<file path="src/rtl/pc_seq_pkg.sv">
// rtl/pc_seq_pkg.sv - shared state encodings, redirect priorities and PC constants
package pc_seq_pkg;

   // Debug-visible FSM encoding; the numeric values are exported on the state port.
   typedef enum logic [1:0] {
      ST_BOOT  = 2'd0,
      ST_FETCH = 2'd1,
      ST_STALL = 2'd2,
      ST_HALT  = 2'd3
   } pc_state_t;

   // Redirect sources ranked so that a larger value always wins.
   typedef enum logic [1:0] {
      RD_NONE = 2'd0,
      RD_BR   = 2'd1,
      RD_JMP  = 2'd2,
      RD_EXC  = 2'd3
   } redir_prio_t;

   localparam logic [31:0] PC_RESET_VEC_DEF = 32'h0000_0000;
   localparam logic [31:0] PC_EXC_VEC_DEF   = 32'h0000_0080;
   localparam logic [31:0] PC_INCR          = 32'd4;

   // Redirect targets are word aligned regardless of what the source drives.
   function automatic logic [31:0] align_word(input logic [31:0] addr);
      return {addr[31:2], 2'b00};
   endfunction

endpackage

</file>
<file path="src/rtl/pc_next_sel.sv">
// rtl/pc_next_sel.sv - combinational redirect priority merge and sequential PC
module pc_next_sel
   import pc_seq_pkg::*;
#(
   parameter logic [31:0] EXC_VEC = PC_EXC_VEC_DEF
) (
   input  logic [31:0] pc,
   input  redir_prio_t pend_prio,
   input  logic [31:0] pend_target,
   input  logic        br_taken,
   input  logic [31:0] br_target,
   input  logic        jmp,
   input  logic [31:0] jmp_target,
   input  logic        exc,
   output logic [31:0] seq_pc,
   output logic        redir,
   output redir_prio_t sel_prio,
   output logic [31:0] sel_target
);

   redir_prio_t in_prio;
   logic [31:0] in_target;

   // Pick the strongest redirect arriving this cycle: exc over jmp over branch.
   always_comb begin
      in_prio   = RD_NONE;
      in_target = '0;
      if (exc) begin
         in_prio   = RD_EXC;
         in_target = align_word(EXC_VEC);
      end else if (jmp) begin
         in_prio   = RD_JMP;
         in_target = align_word(jmp_target);
      end else if (br_taken) begin
         in_prio   = RD_BR;
         in_target = align_word(br_target);
      end
   end

   // A new redirect of equal or higher rank replaces the pending one.
   always_comb begin
      sel_prio   = in_prio;
      sel_target = in_target;
      if (pend_prio > in_prio) begin
         sel_prio   = pend_prio;
         sel_target = pend_target;
      end
      redir = (sel_prio != RD_NONE);
   end

   assign seq_pc = pc + PC_INCR;

endmodule

</file>
<file path="src/rtl/pc_seq.sv">
// rtl/pc_seq.sv - program counter sequencer with fetch handshake, redirects and halt
module pc_seq
   import pc_seq_pkg::*;
#(
   parameter logic [31:0] RESET_VEC = PC_RESET_VEC_DEF,
   parameter logic [31:0] EXC_VEC   = PC_EXC_VEC_DEF
) (
   input  logic        clk,
   input  logic        rst_n,
   output logic        imem_req,
   output logic [31:0] imem_addr,
   input  logic        imem_ack,
   input  logic        stall,
   input  logic        br_taken,
   input  logic [31:0] br_target,
   input  logic        jmp,
   input  logic [31:0] jmp_target,
   input  logic        exc,
   input  logic        halt,
   output logic [31:0] pc_out,
   output logic        instr_valid,
   output logic [31:0] instr_pc,
   output logic [1:0]  state
);

   pc_state_t   state_q, state_d;
   logic [31:0] pc_q, pc_d;
   redir_prio_t pend_prio_q, pend_prio_d;
   logic [31:0] pend_tgt_q, pend_tgt_d;
   logic        halt_q, halt_d;
   logic        iv_q, iv_d;
   logic [31:0] ipc_q, ipc_d;

   logic        halt_seen;
   logic        redir;
   redir_prio_t sel_prio;
   logic [31:0] sel_target;
   logic [31:0] seq_pc;

   pc_next_sel #(
      .EXC_VEC(EXC_VEC)
   ) u_next_sel (
      .pc         (pc_q),
      .pend_prio  (pend_prio_q),
      .pend_target(pend_tgt_q),
      .br_taken   (br_taken),
      .br_target  (br_target),
      .jmp        (jmp),
      .jmp_target (jmp_target),
      .exc        (exc),
      .seq_pc     (seq_pc),
      .redir      (redir),
      .sel_prio   (sel_prio),
      .sel_target (sel_target)
   );

   // A halt request seen this cycle counts as if it were already held.
   assign halt_seen = halt_q | halt;

   // Next-state, next-PC and completion pulse selection.
   always_comb begin
      state_d     = state_q;
      pc_d        = pc_q;
      pend_prio_d = pend_prio_q;
      pend_tgt_d  = pend_tgt_q;
      halt_d      = halt_seen;
      iv_d        = 1'b0;
      ipc_d       = ipc_q;
      case (state_q)
         ST_BOOT: begin
            state_d = halt_seen ? ST_HALT : ST_FETCH;
         end
         ST_FETCH: begin
            if (imem_ack) begin
               if (redir) begin
                  pc_d = sel_target;
               end else begin
                  iv_d  = 1'b1;
                  ipc_d = pc_q;
                  pc_d  = seq_pc;
               end
               pend_prio_d = RD_NONE;
               if (halt_seen)
                  state_d = ST_HALT;
               else if (stall)
                  state_d = ST_STALL;
               else
                  state_d = ST_FETCH;
            end else if (redir) begin
               pend_prio_d = sel_prio;
               pend_tgt_d  = sel_target;
            end
         end
         ST_STALL: begin
            if (redir)
               pc_d = sel_target;
            if (halt_seen)
               state_d = ST_HALT;
            else if (!stall)
               state_d = ST_FETCH;
         end
         ST_HALT: begin
            if (exc) begin
               pc_d    = align_word(EXC_VEC);
               state_d = ST_FETCH;
               halt_d  = 1'b0;
            end
         end
         default: state_d = ST_BOOT;
      endcase
   end

   // State and PC registers; reset aborts any outstanding request at once.
   always_ff @(posedge clk or negedge rst_n) begin
      if (!rst_n) begin
         state_q     <= ST_BOOT;
         pc_q        <= RESET_VEC;
         pend_prio_q <= RD_NONE;
         pend_tgt_q  <= '0;
         halt_q      <= 1'b0;
         iv_q        <= 1'b0;
         ipc_q       <= '0;
      end else begin
         state_q     <= state_d;
         pc_q        <= pc_d;
         pend_prio_q <= pend_prio_d;
         pend_tgt_q  <= pend_tgt_d;
         halt_q      <= halt_d;
         iv_q        <= iv_d;
         ipc_q       <= ipc_d;
      end
   end

   assign imem_req    = (state_q == ST_FETCH);
   assign imem_addr   = pc_q;
   assign pc_out      = pc_q;
   assign instr_valid = iv_q;
   assign instr_pc    = ipc_q;
   assign state       = state_q;

endmodule

</file>
<file path="config.mk">
export PLATFORM = sky130hd
export DESIGN_NAME = pc_seq
export DESIGN_NICKNAME = d
export VERILOG_FILES = /design/src/rtl/pc_seq_pkg.sv /design/src/rtl/pc_next_sel.sv /design/src/rtl/pc_seq.sv
export SDC_FILE = /design/constraint.sdc
export NUM_CORES = 1
export LEC_CHECK = 0
export ABC_AREA = 1
export BUFFER_PORTS_ARGS = -buffer_cell sky130_fd_sc_hd__buf_2
export CORE_ASPECT_RATIO = 0.5
export CORE_UTILIZATION = 45
export CTS_CLUSTER_SIZE = 16
export DETAILED_ROUTE_END_ITERATION = 8
export PLACE_DENSITY = 0.85
export SETUP_SLACK_MARGIN = 0.1
export SLEW_MARGIN = 15
export SYNTH_ARGS = -nofsm -noshare
export SYNTH_HDL_FRONTEND = slang
export SYNTH_SLANG_ARGS = --single-unit
export TNS_END_PERCENT = 1
</file>
<file path="constraint.sdc">
create_clock -name clk -period 1.6 [get_ports clk]
set_input_delay 0.24 -clock clk [delete_from_list [all_inputs] [get_ports clk]]
set_output_delay 0.24 -clock clk [all_outputs]
set_load 0.05 [all_outputs]
</file>
## After elaboration in Yosys (flattened, before gate mapping)

Cells that the tools add are included.

- Bits in registers: 102
- Bits of input ports: 72
- Output and inout port bits: 100
- Word-level logic and storage cells: 56

- Add/subtract/negate cells: 1
- Order comparisons: 1
- Equal/unequal tests: 7
- Multiplexer cells: 28
- Bitwise logic cells: 3
- Reduce and logical (&&, ||, !) cells: 9

Operators with widths:

| kind | count |
|---|---|
| $mux 32 | 8 |
| $pmux 32 s3 | 1 |
| $add 32x3->32 const B | 1 |
| $mux 2 | 12 |
| $reduce_and 3->1 | 3 |
| $pmux 2 s4 | 1 |
| $mux 1 | 6 |
| $eq 2x2->1 const B | 2 |
| $ne 2x2->1 const B | 2 |
| $reduce_and 4->1 | 1 |
| $reduce_bool 2->1 | 2 |
| $ne 3x3->1 const B | 1 |
| $reduce_bool 3->1 | 1 |
| $eq 2x1->1 const B | 1 |
| $gt 2x2->1 | 1 |
| $logic_not 2->1 | 1 |
| $ne 2x1->1 const B | 1 |
| $not 1->1 | 2 |
| $reduce_and 2->1 | 1 |
| $or 1x1->1 | 1 |

## Longest topological paths before layout

- Depth in word-level cells: 9
- Mapped depth: 16
- Gate-level depth less buffers: 16

## Hierarchy

From an unflattened synthesis, not the netlist that was laid out.

- Cells, all modules: 922
- Area total of the unflattened synthesis: 6568.8 um^2

Modules (own cells, without submodules):

| module | times used | cells an instance | area each (um^2) | sequential area each (um^2) |
|---|---|---|---|---|
| pc_seq | 1 | 624 | 4872.2 | 2552.4 |
| pc_next_sel | 1 | 298 | 1696.6 | 0.0 |

## Worst setup path after synthesis

Ideal clock, no wire load.

- Kind: in2reg
- From: input port jmp
- To: register pc_q[14] (netlist: imem_addr[14])
- Setup time: 118 ps
- Arrival time: 2034 ps
- Required time: 1482 ps
- Path slack: -552 ps
- Stages on the path: 13
- Path buffers: 3
- Cells stage by stage: buf_4 > clkbuf_1 > nor2_1 > ha_1 > o21ai_2 > nand3_1 > a21oi_2 > buf_2 > nand3_1 > nand2_1 > nand2_1 > nand2_1 > nand2_1

- Longest elaborated chain between the ends: 8
- Elaborated cells on any way between the ends: 14
- Those cells by class: 1 x order compare; 1 x eq/ne; 10 x mux; 2 x reduce/logical

RTL lines:

| item | line | RTL |
|---|---|---|
| from (decl) | pc_seq.sv:16 | `input logic jmp,` |
| $mux 2 | pc_next_sel.sv:31 | `end else if (jmp) begin` |
| $mux 2 | pc_next_sel.sv:28 | `if (exc) begin` |
| $gt 2x2->1 | pc_next_sel.sv:44 | `if (pend_prio > in_prio) begin` |
| $mux 2 | pc_next_sel.sv:44 |  |
| $reduce_bool 2->1 | pc_next_sel.sv:48 | `redir = (sel_prio != RD_NONE);` |
| $mux 32 | pc_seq.sv:75 | `if (redir) begin` |
| $mux 32 | pc_seq.sv:74 | `if (imem_ack) begin` |
| $pmux 32 s3 | pc_seq.sv:69 | `case (state_q)` |
| to (signal assigned) | pc_seq.sv:125 | `pc_q <= pc_d;` |
| to (decl) | pc_seq.sv:27 | `logic [31:0] pc_q, pc_d;` |

Parallel ways exist; a longest one is shown, timed or not. The select of a mux whose other input is x is not followed.
A chain may end at the register's enable or synchronous reset.

## Final worst setup path

- From: register pend_prio_q[1]
- To: register pc_q[7] (netlist: imem_addr[7])

- Longest elaborated chain between the ends: 6
- Elaborated cells on any way between the ends: 10
- Those cells by class: 1 x order compare; 1 x eq/ne; 6 x mux; 2 x reduce/logical

RTL lines:

| item | line | RTL |
|---|---|---|
| from (decl) | pc_seq.sv:28 | `redir_prio_t pend_prio_q, pend_prio_d;` |
| from (signal assigned) | pc_seq.sv:126 | `pend_prio_q <= pend_prio_d;` |
| $gt 2x2->1 | pc_next_sel.sv:44 |  |
| $mux 2 | pc_next_sel.sv:44 |  |
| $reduce_bool 2->1 | pc_next_sel.sv:48 |  |
| $mux 32 | pc_seq.sv:75 |  |
| $mux 32 | pc_seq.sv:74 |  |
| $pmux 32 s3 | pc_seq.sv:69 |  |

Parallel ways exist; a longest one is shown, timed or not. The select of a mux whose other input is x is not followed.

==> impl_summary.log <==
INFO  metric post_synth_main_area_contributors = sky130_fd_sc_hd__dfrtp_1 (39%), sky130_fd_sc_hd__nand2_1 (22%), sky130_fd_sc_hd__nand3_1 (7.7%), sky130_fd_sc_hd__inv_1 (4.4%), sky130_fd_sc_hd__buf_4 (4.4%)
INFO  metric p_leak = 4.69 nW
INFO  metric syn_to_final_growth = 32.6%
INFO  metric ys_async_sr_fraction = 100%
INFO  metric wire_length_of_the_first_global_routing_pass = 34,500 microns
INFO  metric fin_worst_skew = 0.0103 ns
INFO  metric yosysMostFrequentCell = sky130_fd_sc_hd__nand2_1
INFO  metric grt_setup_unrepaired = yes
INFO  metric h-tree-depth = 3
INFO  metric grtUsageTotal = 29.9%
INFO  metric synth_sequential_area_ratio = 39.2%
INFO  metric cp-start-kind = flop
INFO  metric synth-edff-count = 0
INFO  metric rr_worst_depth = 12
INFO  metric placeableCoreArea = 0.0138 sq mm
INFO  metric worstSetupEndpointType = flop
INFO  metric grt_pass1_vias = 6,658
INFO  metric detailedRoute.firstPassIterationCount = 5
INFO  metric synth_top_cell_area_share = 39.2%
INFO  metric timing.rr.start = pend_prio_q[1]
INFO  metric path_clk_slew = 0.07 ns
INFO  metric detail_route.drc_violations = 0
INFO  metric tritoncts.num_buffers = 9
INFO  metric post_synthesis_instance_area = 0.00650 sq mm
INFO  metric dpl_worst_slack = -0.625 ns
INFO  metric synth-seq-cells = 102
INFO  metric synth_cells = 966
INFO  metric timing.final.max_slew_violations = 0
INFO  metric cap_viol_max_count = 0
INFO  metric grt_overflow = 0
INFO  metric detail_route.vias_per_cell = 5.27
INFO  metric period_share = 124%
INFO  metric yosysTopAreaCell = sky130_fd_sc_hd__dfrtp_1
INFO  metric stdcell_area = 0.00862 sq mm
INFO  metric synthDistinctLibCells = 34
INFO  metric yosys_warnings = 0
INFO  metric clock_tree_from_tritoncts = yes
INFO  metric insertedDiodeCount = 0
INFO  metric irDropWorstVdd = 1130 uV
INFO  metric n_fill_cell = 1,193
INFO  metric run_status = finished with violations
INFO  metric height_of_the_die = 87.0 microns
INFO  metric antenna_violating_nets_post_route = 0
INFO  metric hold_path_class = input pin to flop
INFO  metric synthTopCellsByCount = sky130_fd_sc_hd__nand2_1 (387), sky130_fd_sc_hd__dfrtp_1 (102), sky130_fd_sc_hd__nand3_1 (100), sky130_fd_sc_hd__inv_1 (77), sky130_fd_sc_hd__nor2_1 (68)
INFO  metric wl_per_cell = 15.7 microns
INFO  metric fraction_of_final_layout_cells_with_drive_strength_greater_than_1 = 30.0%
INFO  metric timing.setup.critical_path_class = flop to flop
INFO  metric final_critical_path_setup_slack = -0.378 ns
INFO  metric max-clock-path-buffers = 2
INFO  metric critPathMaxFanout = 9
INFO  metric fin_hold_ws = 0.259 ns
INFO  metric clockRootBuffer = sky130_fd_sc_hd__clkbuf_16
INFO  metric initial_utilization = 47.1%
INFO  metric wl = 21,700 microns
INFO  metric layout.nets = 1,260
INFO  metric place.gp.congestion = 0.976
INFO  metric timing_hold_violations_final = 0
INFO  metric maximum_number_of_pins_on_one_net_before_global_route_repair = 61
INFO  metric clock-sinks = 102
INFO  metric antenna_found_initial = 0
INFO  metric worstSkewPairLatency = 0.35 ns
INFO  metric dieArea = 0.0150 sq mm
INFO  metric setup.worst_path.start = pend_prio_q[1]
INFO  metric route.vias.total = 7,275
INFO  metric drt_iter0_drc = 828
INFO  metric placed_cell_area = 0.00804 sq mm
INFO  metric avgSynthCellArea = 6.73 sq um
INFO  metric slew_headroom = 76.7%
INFO  metric whs_path_depth = 4
INFO  metric count_of_placed_standard_cells_including_taps = 1,357
INFO  metric setup-violations-final = 99
INFO  metric power-per-cell-area = 2060 mW/mm^2
INFO  metric synth.net_count = 1,042
INFO  metric timing_worst_slew_pin_value = 0.349 ns
INFO  metric hpwlAfterDp = 16,400 microns
INFO  metric fin_cells = 1,380
INFO  metric cp.arrival = 2.27 ns
INFO  metric layout.area.seq = 0.00256 sq mm
INFO  metric io_buffers = 167
INFO  metric area_occupied_by_multi_input_gates = 0.00333 sq mm
INFO  metric fp-row-count = 30
INFO  metric ioPinCount = 172
INFO  metric fin_setup_tns = -23.94 ns
INFO  metric violations = negative setup slack
INFO  metric layout_min_cycle_time = 1.98 ns
INFO  metric max_clock_freq = 506 MHz
INFO  metric die_width = 172 microns
INFO  metric required = 1.89 ns
INFO  metric hold_path.startpoint = stall
INFO  metric synthFlopType = sky130_fd_sc_hd__dfrtp_1
path summary, 6_finish.rpt:
check | endpoint | slack (ns)
max reg2reg | imem_addr[7] | -0.38
min reg2reg | instr_pc[18] | 0.48
min | state[0] | 0.26
min in group asynchronous | imem_addr[2] | 0.34
max in group asynchronous | state[0] | 0.68
max | imem_addr[7] | -0.38
state kept, by name, indices dropped and copies added, names as in the netlist:
| signal | count |
|---|---|
| instr_pc | 32 |
| pend_prio_q | 2 |
| state | 2 |
| pend_tgt_q | 32 |
| halt_q | 1 |
| instr_valid | 1 |
| imem_addr | 32 |
metrics by stage:
stage | utilization, % | total power (W)
2_1_floorplan | - | 0.0117
6_report | 62.4 | 0.0178
4_1_cts | 61.9 | 0.0175
3_5_place_dp | 58.2 | 0.0148
3_3_place_gp | 58.2 | 0.0145
5_1_grt | 62.4 | 0.0187
routing by layer:
| layer | share of wire, % | vias up | routed length, microns | GRT usage (%) |
|---|---|---|---|---|
| li1 | - | 3460 | - | - |
| met4 | 1.6 | 0 | 342 | 7.16 |
| met5 | 0 | - | 0 | 0 |
| met3 | 11 | 39 | 2380 | 4.77 |
| met1 | 45 | 3335 | 9680 | 44.2 |
| met2 | 43 | 441 | 9290 | 45.5 |
power by group:
part           switching (W)  total [W]  internal [W]
sequential          0.000820    0.00440       0.00358
combinational        0.00775     0.0109       0.00319
clock               0.000995    0.00245       0.00145
logic make-up (layout without fill, tap and decap cells):
family | after synthesis | count (layout) | synth area share [%]
simple gates | 585 | 586 | 37.5
buf+inv | 159 | 380 | 12.2
xor+xnor | 11 | 11 | 1.48
fa+ha+maj | 4 | 4 | 0.770
flops | 102 | 102 | 39.2
compound gates | 105 | 105 | 8.89
cell type report:
class | count | share of cell area, %
Sequential cell | 102 | 29.6
Inverter | 85 | 3.98
Tap cell | 192 | 2.79
Clock inverter | 3 | 0.784
Clock buffer | 12 | 2.97
Timing Repair Buffer | 280 | 21.2
Multi-Input combinational cell | 706 | 38.7
timing repair:
item / CTS / global route
gates cloned: 1 / 0
endpoints found under the setup margin: 102 / 106
hold endpoints to repair: 15 / 0
gates resized for setup: 38 / 24
pin swaps: 2 / 1
hold buffers: 1 / 0
setup buffers: 6 / 0
worst max-delay path: stages (launching register included):
cell                      delay [ns]
sky130_fd_sc_hd__dfrtp_1        0.39
sky130_fd_sc_hd__inv_2          0.08
sky130_fd_sc_hd__ha_4           0.21
sky130_fd_sc_hd__o21ai_4        0.16
sky130_fd_sc_hd__nand2_2        0.10
sky130_fd_sc_hd__buf_6          0.15
sky130_fd_sc_hd__nand2_2        0.16
sky130_fd_sc_hd__nor2_1         0.08
sky130_fd_sc_hd__a21oi_1        0.25
sky130_fd_sc_hd__nand2_1        0.10
sky130_fd_sc_hd__nand3_1        0.09
sky130_fd_sc_hd__nand2_1        0.08
sky130_fd_sc_hd__nand2_1        0.06
cell usage in the layout, fill, tap and decap left out, drive strengths merged, types with 4 or more instances in the layout:
cell type and count:
a31oi 10, xor2 11, inv 81, o22ai 6
a22oi 4, o21ai 59, buf 278, nand3 103
dfrtp 102, nor2 75, nand2 395, a21oi 20
ha 4, nor3 4, nand4 8, clkbuf 13
a21boi 6
Power figures use the tool's default switching activity.
